===== config.mk =====
export PLATFORM = sky130hd
export DESIGN_NAME = flunky_apb_arb
export DESIGN_NICKNAME = d
export VERILOG_FILES = /design/src/rtl/flunky_apb_arb.sv
export SDC_FILE = /design/constraint.sdc
export NUM_CORES = 1
export LEC_CHECK = 0
export CORE_ASPECT_RATIO = 1.2
export CORE_MARGIN = 3
export CORE_UTILIZATION = 35
export DETAILED_ROUTE_END_ITERATION = 16
export DONT_BUFFER_PORTS = 1
export GPL_TIMING_DRIVEN = 1
export HOLD_SLACK_MARGIN = 0.05
export RECOVER_POWER = 50
export SETUP_SLACK_MARGIN = 0.3
export SYNTH_ARGS = -nofsm -noshare
export SYNTH_HDL_FRONTEND = slang
export SYNTH_SLANG_ARGS = --single-unit

===== constraint.sdc =====
create_clock -name clk -period 1.8 [get_ports clk]
set_clock_uncertainty 0.05 [all_clocks]
set_input_delay 0.36 -clock clk [delete_from_list [all_inputs] [get_ports clk]]
set_output_delay 0.36 -clock clk [all_outputs]
set_load 0.02 [all_outputs]

===== src/rtl/flunky_apb_arb.sv =====
// Two-requester arbiter driving a single APB master port toward the flunky register slave.
// Define FLUNKY_ARB_ROUND_ROBIN_EN for alternating tie-break; otherwise requester 0 always wins ties.
module flunky_apb_arb #(
    parameter int ADDR_WIDTH = 16,
    parameter int DATA_WIDTH = 32
) (
    input  logic                  clk,
    input  logic                  reset,
    input  logic                  req0,
    input  logic                  req1,
    input  logic                  write0,
    input  logic                  write1,
    input  logic [ADDR_WIDTH-1:0] addr0,
    input  logic [ADDR_WIDTH-1:0] addr1,
    input  logic [DATA_WIDTH-1:0] wdata0,
    input  logic [DATA_WIDTH-1:0] wdata1,
    output logic                  ack0,
    output logic                  ack1,
    output logic [DATA_WIDTH-1:0] rdata,
    output logic [ADDR_WIDTH-1:0] paddr,
    output logic                  pwrite,
    output logic                  psel,
    output logic                  penable,
    output logic [DATA_WIDTH-1:0] pwdata,
    input  logic [DATA_WIDTH-1:0] prdata,
    output logic                  busy,
    output logic                  grant
);

    localparam logic [1:0] ST_IDLE   = 2'd0;
    localparam logic [1:0] ST_SETUP  = 2'd1;
    localparam logic [1:0] ST_ACCESS = 2'd2;

    logic [1:0] state;
    logic       winner;

`ifdef FLUNKY_ARB_ROUND_ROBIN_EN
    // Requester that wins the next tie; flips to the loser after every grant.
    logic rr_pref;

    always_comb begin
        if (req0 && req1) begin
            winner = rr_pref;
        end else begin
            winner = req1;
        end
    end

    always_ff @(posedge clk or posedge reset) begin
        if (reset) begin
            rr_pref <= 1'b0;
        end else if (state == ST_IDLE && (req0 || req1)) begin
            rr_pref <= ~winner;
        end
    end
`else
    always_comb begin
        winner = ~req0;
    end
`endif

    always_ff @(posedge clk or posedge reset) begin
        if (reset) begin
            state  <= ST_IDLE;
            grant  <= 1'b0;
            paddr  <= '0;
            pwrite <= 1'b0;
            pwdata <= '0;
        end else begin
            case (state)
                ST_IDLE: begin
                    if (req0 || req1) begin
                        state  <= ST_SETUP;
                        grant  <= winner;
                        paddr  <= winner ? addr1  : addr0;
                        pwrite <= winner ? write1 : write0;
                        pwdata <= winner ? wdata1 : wdata0;
                    end
                end
                ST_SETUP:  state <= ST_ACCESS;
                ST_ACCESS: state <= ST_IDLE;
                default:   state <= ST_IDLE;
            endcase
        end
    end

    // Bus strobes decode straight from state so an async reset drops them in the same cycle.
    always_comb begin
        psel    = (state == ST_SETUP) || (state == ST_ACCESS);
        penable = (state == ST_ACCESS);
        busy    = psel;
        ack0    = (state == ST_ACCESS) && !grant;
        ack1    = (state == ST_ACCESS) && grant;
        rdata   = (state == ST_ACCESS) ? prdata : '0;
    end

endmodule


Word level (Yosys, flattened, before mapping)
Cells that the tools add are included.

Equal/unequal tests: 3. Bitwise gates (word level): 1. Muxes and demuxes: 6. Reductions and logical operators: 7.

Operators by type and width (count): 32-bit two-way mux (2); 16-bit two-way mux (1); 2-bit one-hot mux with 2 select lines (1); 2-bit by 1-bit equality test with 1-bit output (second input constant) (1); 2-bit equality test (second input constant) (1); 1-bit logical AND (2); 2-bit logical NOT (1); 1-bit logical OR (2); 2-bit two-way mux (1); 2-bit inequality test (second input constant) (1); 2-bit AND reduction (1); 1-bit logical NOT (1); 1-bit two-way mux (1); 1-bit NOT (1).

Register bits after elaboration: 52. Input bits: 134.

Logic depth before layout (Yosys ltp)
Gate-level depths: netlist of run 1.

Word-level depth: 3. Mapped depth: 8. Depth with buffers taken out: 5.

Worst setup path after synthesis of run 1
OpenSTA, ideal clock, no wires.

Path kind: register to output. From: reg state[0]. To: out rdata[10]. Required time: 1.390 ns. Slack: 0.258 ns. Buffers on the path: 1. Stages on the path, launching flop included: 5. Data arrival time: 1.132 ns. Cells stage by stage: dfrtp_1 inv_1 ha_1 clkbuf_1 and2_1.

Word-level cells in the longest chain between the ends: 2.

Ends and longest elaborated chain: from (decl) (line 34) `logic [1:0] state;`; from (signal assigned) (line 64) `state <= ST_IDLE;`; from (signal assigned) (line 73) `state <= ST_SETUP;`; from (signal assigned) (line 80) `ST_SETUP: state <= ST_ACCESS;`; 2-bit equality test (line 94) `rdata = (state == ST_ACCESS) ? prdata : '0;`; 32-bit two-way mux (line 94); to (decl) (line 19) `output logic [DATA_WIDTH-1:0] rdata,`.

No other way between the ends.

Final worst setup path of run 1
From: reg state[0]. To: out rdata[23].

Same word-level chain as after synthesis.

==> results of run 1 <==
-- final cells by class --
| class | instances | area share, % |
|---|---|---|
| tap | 114 | 3.68 |
| inverter | 3 | 0.322 |
| timing repair buffer | 28 | 12.1 |
| clock buffer | 6 | 2.13 |
| sequential | 52 | 33.6 |
| multi-input combinational | 225 | 47.9 |
| clock inverter | 2 | 0.355 |
-- layout by cell type (no fill, tap or decap), drive strengths merged --
| cell | n |
|---|---|
| nor2 | 50 |
| mux2 | 1 |
| clkinv | 1 |
| dfrtp | 52 |
| o32ai | 22 |
| buf | 23 |
| nor3 | 54 |
| clkinvlp | 1 |
| dlygate4sd3 | 1 |
| ha | 4 |
| a21oi | 2 |
| and3b | 27 |
| o21a | 4 |
| or2 | 1 |
| clkbuf | 10 |
| nand2 | 3 |
| nor2b | 1 |
| a21boi | 1 |
| o22ai | 22 |
| and2 | 33 |
| inv | 3 |
-- cell families (layout without fill, tap and decap cells) --
| group | Yosys count | in the layout | share of synthesized area [%] |
|---|---|---|---|
| AOI/OAI and AO/OA | 48 | 51 | 12.3 |
| adders and majority gates | 4 | 4 | 1.70 |
| buffers and inverters | 34 | 39 | 7.63 |
| DFF | 52 | 52 | 44.1 |
| muxes | 1 | 1 | 0.382 |
| and+or+nand+nor | 169 | 169 | 33.9 |
-- timing repair --
action,CTS,global route
endpoints found under the setup margin,87,87
setup buffers,9,1
hold endpoints to repair,23,0
hold buffers,1,0
gates resized for setup,109,22
cloned,6,5
pin swaps,38,12
-- registers in the layout, summed over array words and instances (netlist names) --
signal  flops
state       2
pwrite      1
paddr      16
grant       1
pwdata     32
-- routing by layer --
metal / part of all wire, % / routed length (um) / vias up
li1: - / - / 1113
met1: 40 / 4070 / 1263
met2: 53 / 5320 / 115
met3: 5.7 / 574 / 10
met4: 1.2 / 121 / 0
met5: 0 / 0 / -
-- path summary, 6_finish.rpt --
| kind | from | to | slack (ns) | cells after the start |
|---|---|---|---|---|
| hold / removal | req0 | grant | 0.11 | 1 |
| max in group asynchronous | reset | pwdata[16] | 0.25 | 3 |
| min in group asynchronous | reset | pwdata[29] | 0.67 | 2 |
| hold reg to reg | state[1] | state[1] | 0.56 | 1 |
| setup reg to reg | state[0] | pwrite | 0.14 | 9 |
| setup / recovery | state[0] | rdata[23] | 0.02 | 5 |
-- through the flow --
stage	hold WS, ns	std cells	setup TNS, ns	area [um2]
4_1_cts	0.0734	424	0	3680
6_report	0.113	430	0	3880
3_3_place_gp	0.274	400	0	3010
5_1_grt	0.0843	430	-0.686	3880
3_5_place_dp	0.280	400	0	3010
2_1_floorplan	0.365	308	0	2980
-- report_power, final --
group	total, uW	switching [uW]	internal, uW
Sequential	3020	1270	1740
Clock	733	417	316
Combinational	3940	1880	2050
-- worst max-delay path, cell delays in order (launching register included) --
cell	delay, ns
dfrtp_1	0.41
inv_2	0.10
ha_4	0.15
buf_6	0.10
buf_12	0.13
and2_4	0.19
==> flow_summary.json, run 1 <==
{
  "initial_core_util_pct": 36.2,
  "worst_slack_ns": 0.0151,
  "drtIter0Drc": 89,
  "coreArea_um2": 8150,
  "vias": 2501,
  "synth-edff-count": 0,
  "globalplace.congestion": 0.724,
  "total_power_uw": 7690,
  "clk_pin_slew_worst_paths_ns": 0.10,
  "pin_count": 221,
  "irDropWorstVdd_uv": 963,
  "fmax_ghz": 0.560,
  "cap_violations": 0,
  "syn2layout_area_growth_pct": 31.6,
  "rows": 36,
  "syn_nets": 446,
  "track_usage_pct": 19.1,
  "dp_slack_ns": 0.174,
  "dp_hpwl_um": 6150,
  "busiest_layer": "met2",
  "ys_warn_count": 0,
  "p_per_area_nw_per_um2": 1980,
  "synth_async_sr_flop_share_pct": 100,
  "fin_crit_ns": 1.78,
  "antenna_found_initial": 0,
  "synth_most_common_cell": "dfrtp_1",
  "startpoint_type": "flop",
  "drt-vias-per-instance": 5.82,
  "period_share_pct": 99.2,
  "drt_pass1_iterations": 4,
  "cts_buffers": 5,
  "syn_area_um2": 2950,
  "cts.sinks": 52,
  "die_w_um": 89.8,
  "drive_gt1_share_pct": 45.6,
  "avgSynthCellArea_um2": 9.58,
  "finalSetupViolations": 0,
  "slew_headroom_pct": 22.4,
  "status": "completed",
  "yosys-top-cells-count": "dfrtp_1 (52), nor2_1 (49), nor3_1 (40)",
  "hp-class": "primary input to flop",
  "globalRouteOverflowTotal": 0,
  "ys.flop_type": "dfrtp_1",
  "critPathCaptureType": "output pin",
  "synth-seq-cells": 52,
  "rsz0062_at_grt": "yes",
  "die_area_um2": 9570,
  "synth_area_leaders": "dfrtp_1 (44%), and3b_1 (8.0%), and2_1 (7.0%)",
  "avgRoutedWirePerCell_um": 23.4,
  "antennaDiodeCount": 0,
  "synth_top_cell_by_area": "dfrtp_1",
  "fillers": 736,
  "grt_util_met1_pct": 24.0,
  "use_met2_pct": 33.7,
  "clk_latency_ns": 0.30,
  "grtUsageMet3_pct": 3.86,
  "utilization_pct": 47.6,
  "grt_max_degree": 85,
  "grt_pass1_wl_um": 14500,
  "cts_max_path_buffers": 2,
  "yosys.area.top_type_share_pct": 44.1,
  "slew_violations": 0,
  "syn_inst": 308,
  "required_ns": 1.39,
  "clk_root_buffer_cell": "clkbuf_8",
  "postRouteAntennaNets": 0,
  "grt_pass1_vias": 2610,
  "worst_pin_slew_ns": 1.16,
  "fp.dieH_um": 107,
  "seq_area_um2": 1300,
  "drc": 0,
  "multi_input_area_um2": 1860,
  "cp_max_fo": 17,
  "drt-total-wl_um": 10100,
  "yosys.cell_types.count": 23,
  "htree_levels": 2,
  "finalHoldViolCount": 0,
  "cp.arrival_ns": 1.37,
  "path_class": "flop to output pin",
  "seq_area_frac_synth_pct": 44.1,
  "cts_tree": "built",
  "nets": 453,
  "p_leak_uw": 0.00158,
  "port_buffers": 0
}
Note: power is estimated with default switching activity, not from simulation.
==> run 2, diff against run 1 <==
--- a/config.mk
+++ b/config.mk
@@ -5,6 +5,8 @@
 export SDC_FILE = /design/constraint.sdc
 export NUM_CORES = 1
 export LEC_CHECK = 0
+export CELL_PAD_IN_SITES_DETAIL_PLACEMENT = 1
+export CELL_PAD_IN_SITES_GLOBAL_PLACEMENT = 1
 export CORE_ASPECT_RATIO = 1.2
 export CORE_MARGIN = 3
 export CORE_UTILIZATION = 35
@@ -12,6 +14,7 @@
 export DONT_BUFFER_PORTS = 1
 export GPL_TIMING_DRIVEN = 1
 export HOLD_SLACK_MARGIN = 0.05
+export PLACE_DENSITY_LB_ADDON = 0.1
 export RECOVER_POWER = 50
 export SETUP_SLACK_MARGIN = 0.3
 export SYNTH_ARGS = -nofsm -noshare
==> flow_summary.json, run 2 (synthesis gave the netlist of run 1 again) <==
{
  "dp_hpwl_um": 6320,
  "worst_pin_slew_ns": 0.747,
  "drt-vias-per-instance": 5.79,
  "largest_register_ffs": 32,
  "dp_slack_ns": 0.170,
  "grt_pass1_vias": 2631,
  "stdcell_count": 417,
  "die_w_um": 89.8,
  "startpoint_type": "flop",
  "placed_area_um2": 3010,
  "avgRoutedWirePerCell_um": 22.7,
  "cp.arrival_ns": 1.35,
  "biggestRegsByFlops": "pwdata x32, paddr x16, state x2",
  "hp-class": "primary input to flop",
  "total_power_uw": 6500,
  "fp.dieH_um": 107,
  "coreArea_um2": 8150,
  "cts_max_path_buffers": 2,
  "rows": 36,
  "cts_buffers": 5,
  "r2r_start": "state[1]",
  "drt-total-wl_um": 9480,
  "cts_tree": "built",
  "status": "completed",
  "die_area_um2": 9570,
  "drive_gt1_share_pct": 27.4,
  "antenna_found_initial": 1,
  "finalSetupViolations": 0,
  "drc": 0,
  "fin_tns_setup_ns": 0,
  "critPathSlowestCell": "dfrtp_1",
  "critPathCaptureType": "output pin",
  "path_class": "flop to output pin",
  "critical_path.max_stage_delay_ns": 0.40,
  "rsz0062_at_grt": "yes",
  "fin_crit_ns": 1.76,
  "place_inst": 400,
  "design_area_um2": 3300,
  "port_buffers": 0,
  "period_share_pct": 97.8,
  "track_usage_pct": 19.0,
  "cts.sinks": 52,
  "p_per_area_nw_per_um2": 1970,
  "postRouteAntennaNets": 0,
  "cp_max_fo": 4,
  "critPathLaunch": "state[0]",
  "finalHoldViolCount": 0,
  "drtIter0Drc": 83,
  "mostFrequentLayoutCell": "dfrtp_1",
  "p_leak_uw": 0.00135,
  "fmax_ghz": 0.568,
  "largest_register": "pwdata",
  "slew_headroom_pct": 50.2,
  "antennaDiodeCount": 0,
  "drt_pass1_iterations": 4,
  "slew_violations": 0,
  "whs_path_depth": 1,
  "syn2layout_area_growth_pct": 11.7,
  "vias": 2414,
  "clk_latency_ns": 0.30,
  "globalRouteOverflowTotal": 0,
  "htree_levels": 2,
  "cp_cell_sequence": "inv_2, buf_4, ha_2, nor2b_4",
  "r2r_cells": 6,
  "cap_violations": 0,
  "worst_slack_ns": 0.0392,
  "required_ns": 1.39,
  "clk_root_buffer_cell": "clkbuf_8",
  "final_cell_mix": "dfrtp_1 (51), nor2_1 (49), nor3_1 (40)",
  "clk_pin_slew_worst_paths_ns": 0.10,
  "grt_max_degree": 83,
  "pin_count": 221,
  "globalplace.congestion": 0.724,
  "grt_pass1_wl_um": 14500,
  "nets": 440,
  "irDropWorstVdd_uv": 624,
  "initial_core_util_pct": 36.2,
  "worstHoldStart": "req0"
}
## run 2: cell count changes in the layout (fill, tap and decap cells not counted), sizes merged
cell    previous run  this run
buf               23        13
clkbuf            10         8
inv                3         2
bufinv             0         1
o21a               4         3
## run 2: metal layers
| metal | routed length (um) | vias up | global-route usage, % |
|---|---|---|---|
| met4 | 94 | 2 | 3.94 |
| met5 | 7 | - | 0 |
| li1 | - | 1086 | - |
| met1 | 3870 | 1199 | 23.8 |
| met3 | 635 | 10 | 5.26 |
| met2 | 4880 | 117 | 33.0 |
## run 2: final timing paths
| path | endpoint | slack, ns |
|---|---|---|
| max | ack0 | 0.04 |
| min | grant | 0.1 |
| max reg2reg | pwdata[0] | 0.12 |
| min reg2reg | state[1] | 0.56 |
| max in group asynchronous | state[1] | 0.41 |
| min in group asynchronous | pwdata[30] | 0.75 |
## run 2: power breakdown
part	internal [uW]	switching, uW
logic	1200	1520
registers	1750	1220
clock network	414	395
## run 2: through the flow
| step | hold slack (ns) | utilization, % |
|---|---|---|
| after floorplan | 0.365 | - |
| after global routing | 0.0713 | 40.4 |
| after CTS | 0.0851 | 39.7 |
| after detailed placement | 0.287 | 36.9 |
| after global placement | 0.288 | 36.9 |
| final | 0.0998 | 40.4 |
## run 2: repair_timing
item | 4_1_cts | 5_1_grt
hold endpoints to repair | 52 | 0
hold buffers | 1 | 0
setup endpoints to repair | 87 | 89
resized for setup | 53 | 3
cloned | 1 | 3
buffers inserted | 1 | 3
pin swaps | 0 | 16
## run 2: final cells by class
type | instances | area (um2)
fillers | 899 | 4860
multi-input cells | 224 | 1560
flip-flops and latches | 52 | 1300
repair buffers | 16 | 171
well taps | 114 | 143
clock buffers | 6 | 72.6
clock inverters | 2 | 35.0
inverters | 3 | 15.0
## run 2: worst max-delay path: cells and delay by family (launching register included)
kind	cells	cell delay, ns
fa+ha+maj	1	0.19
simple gates	1	0.22
flops	1	0.40
buf+inv	2	0.23
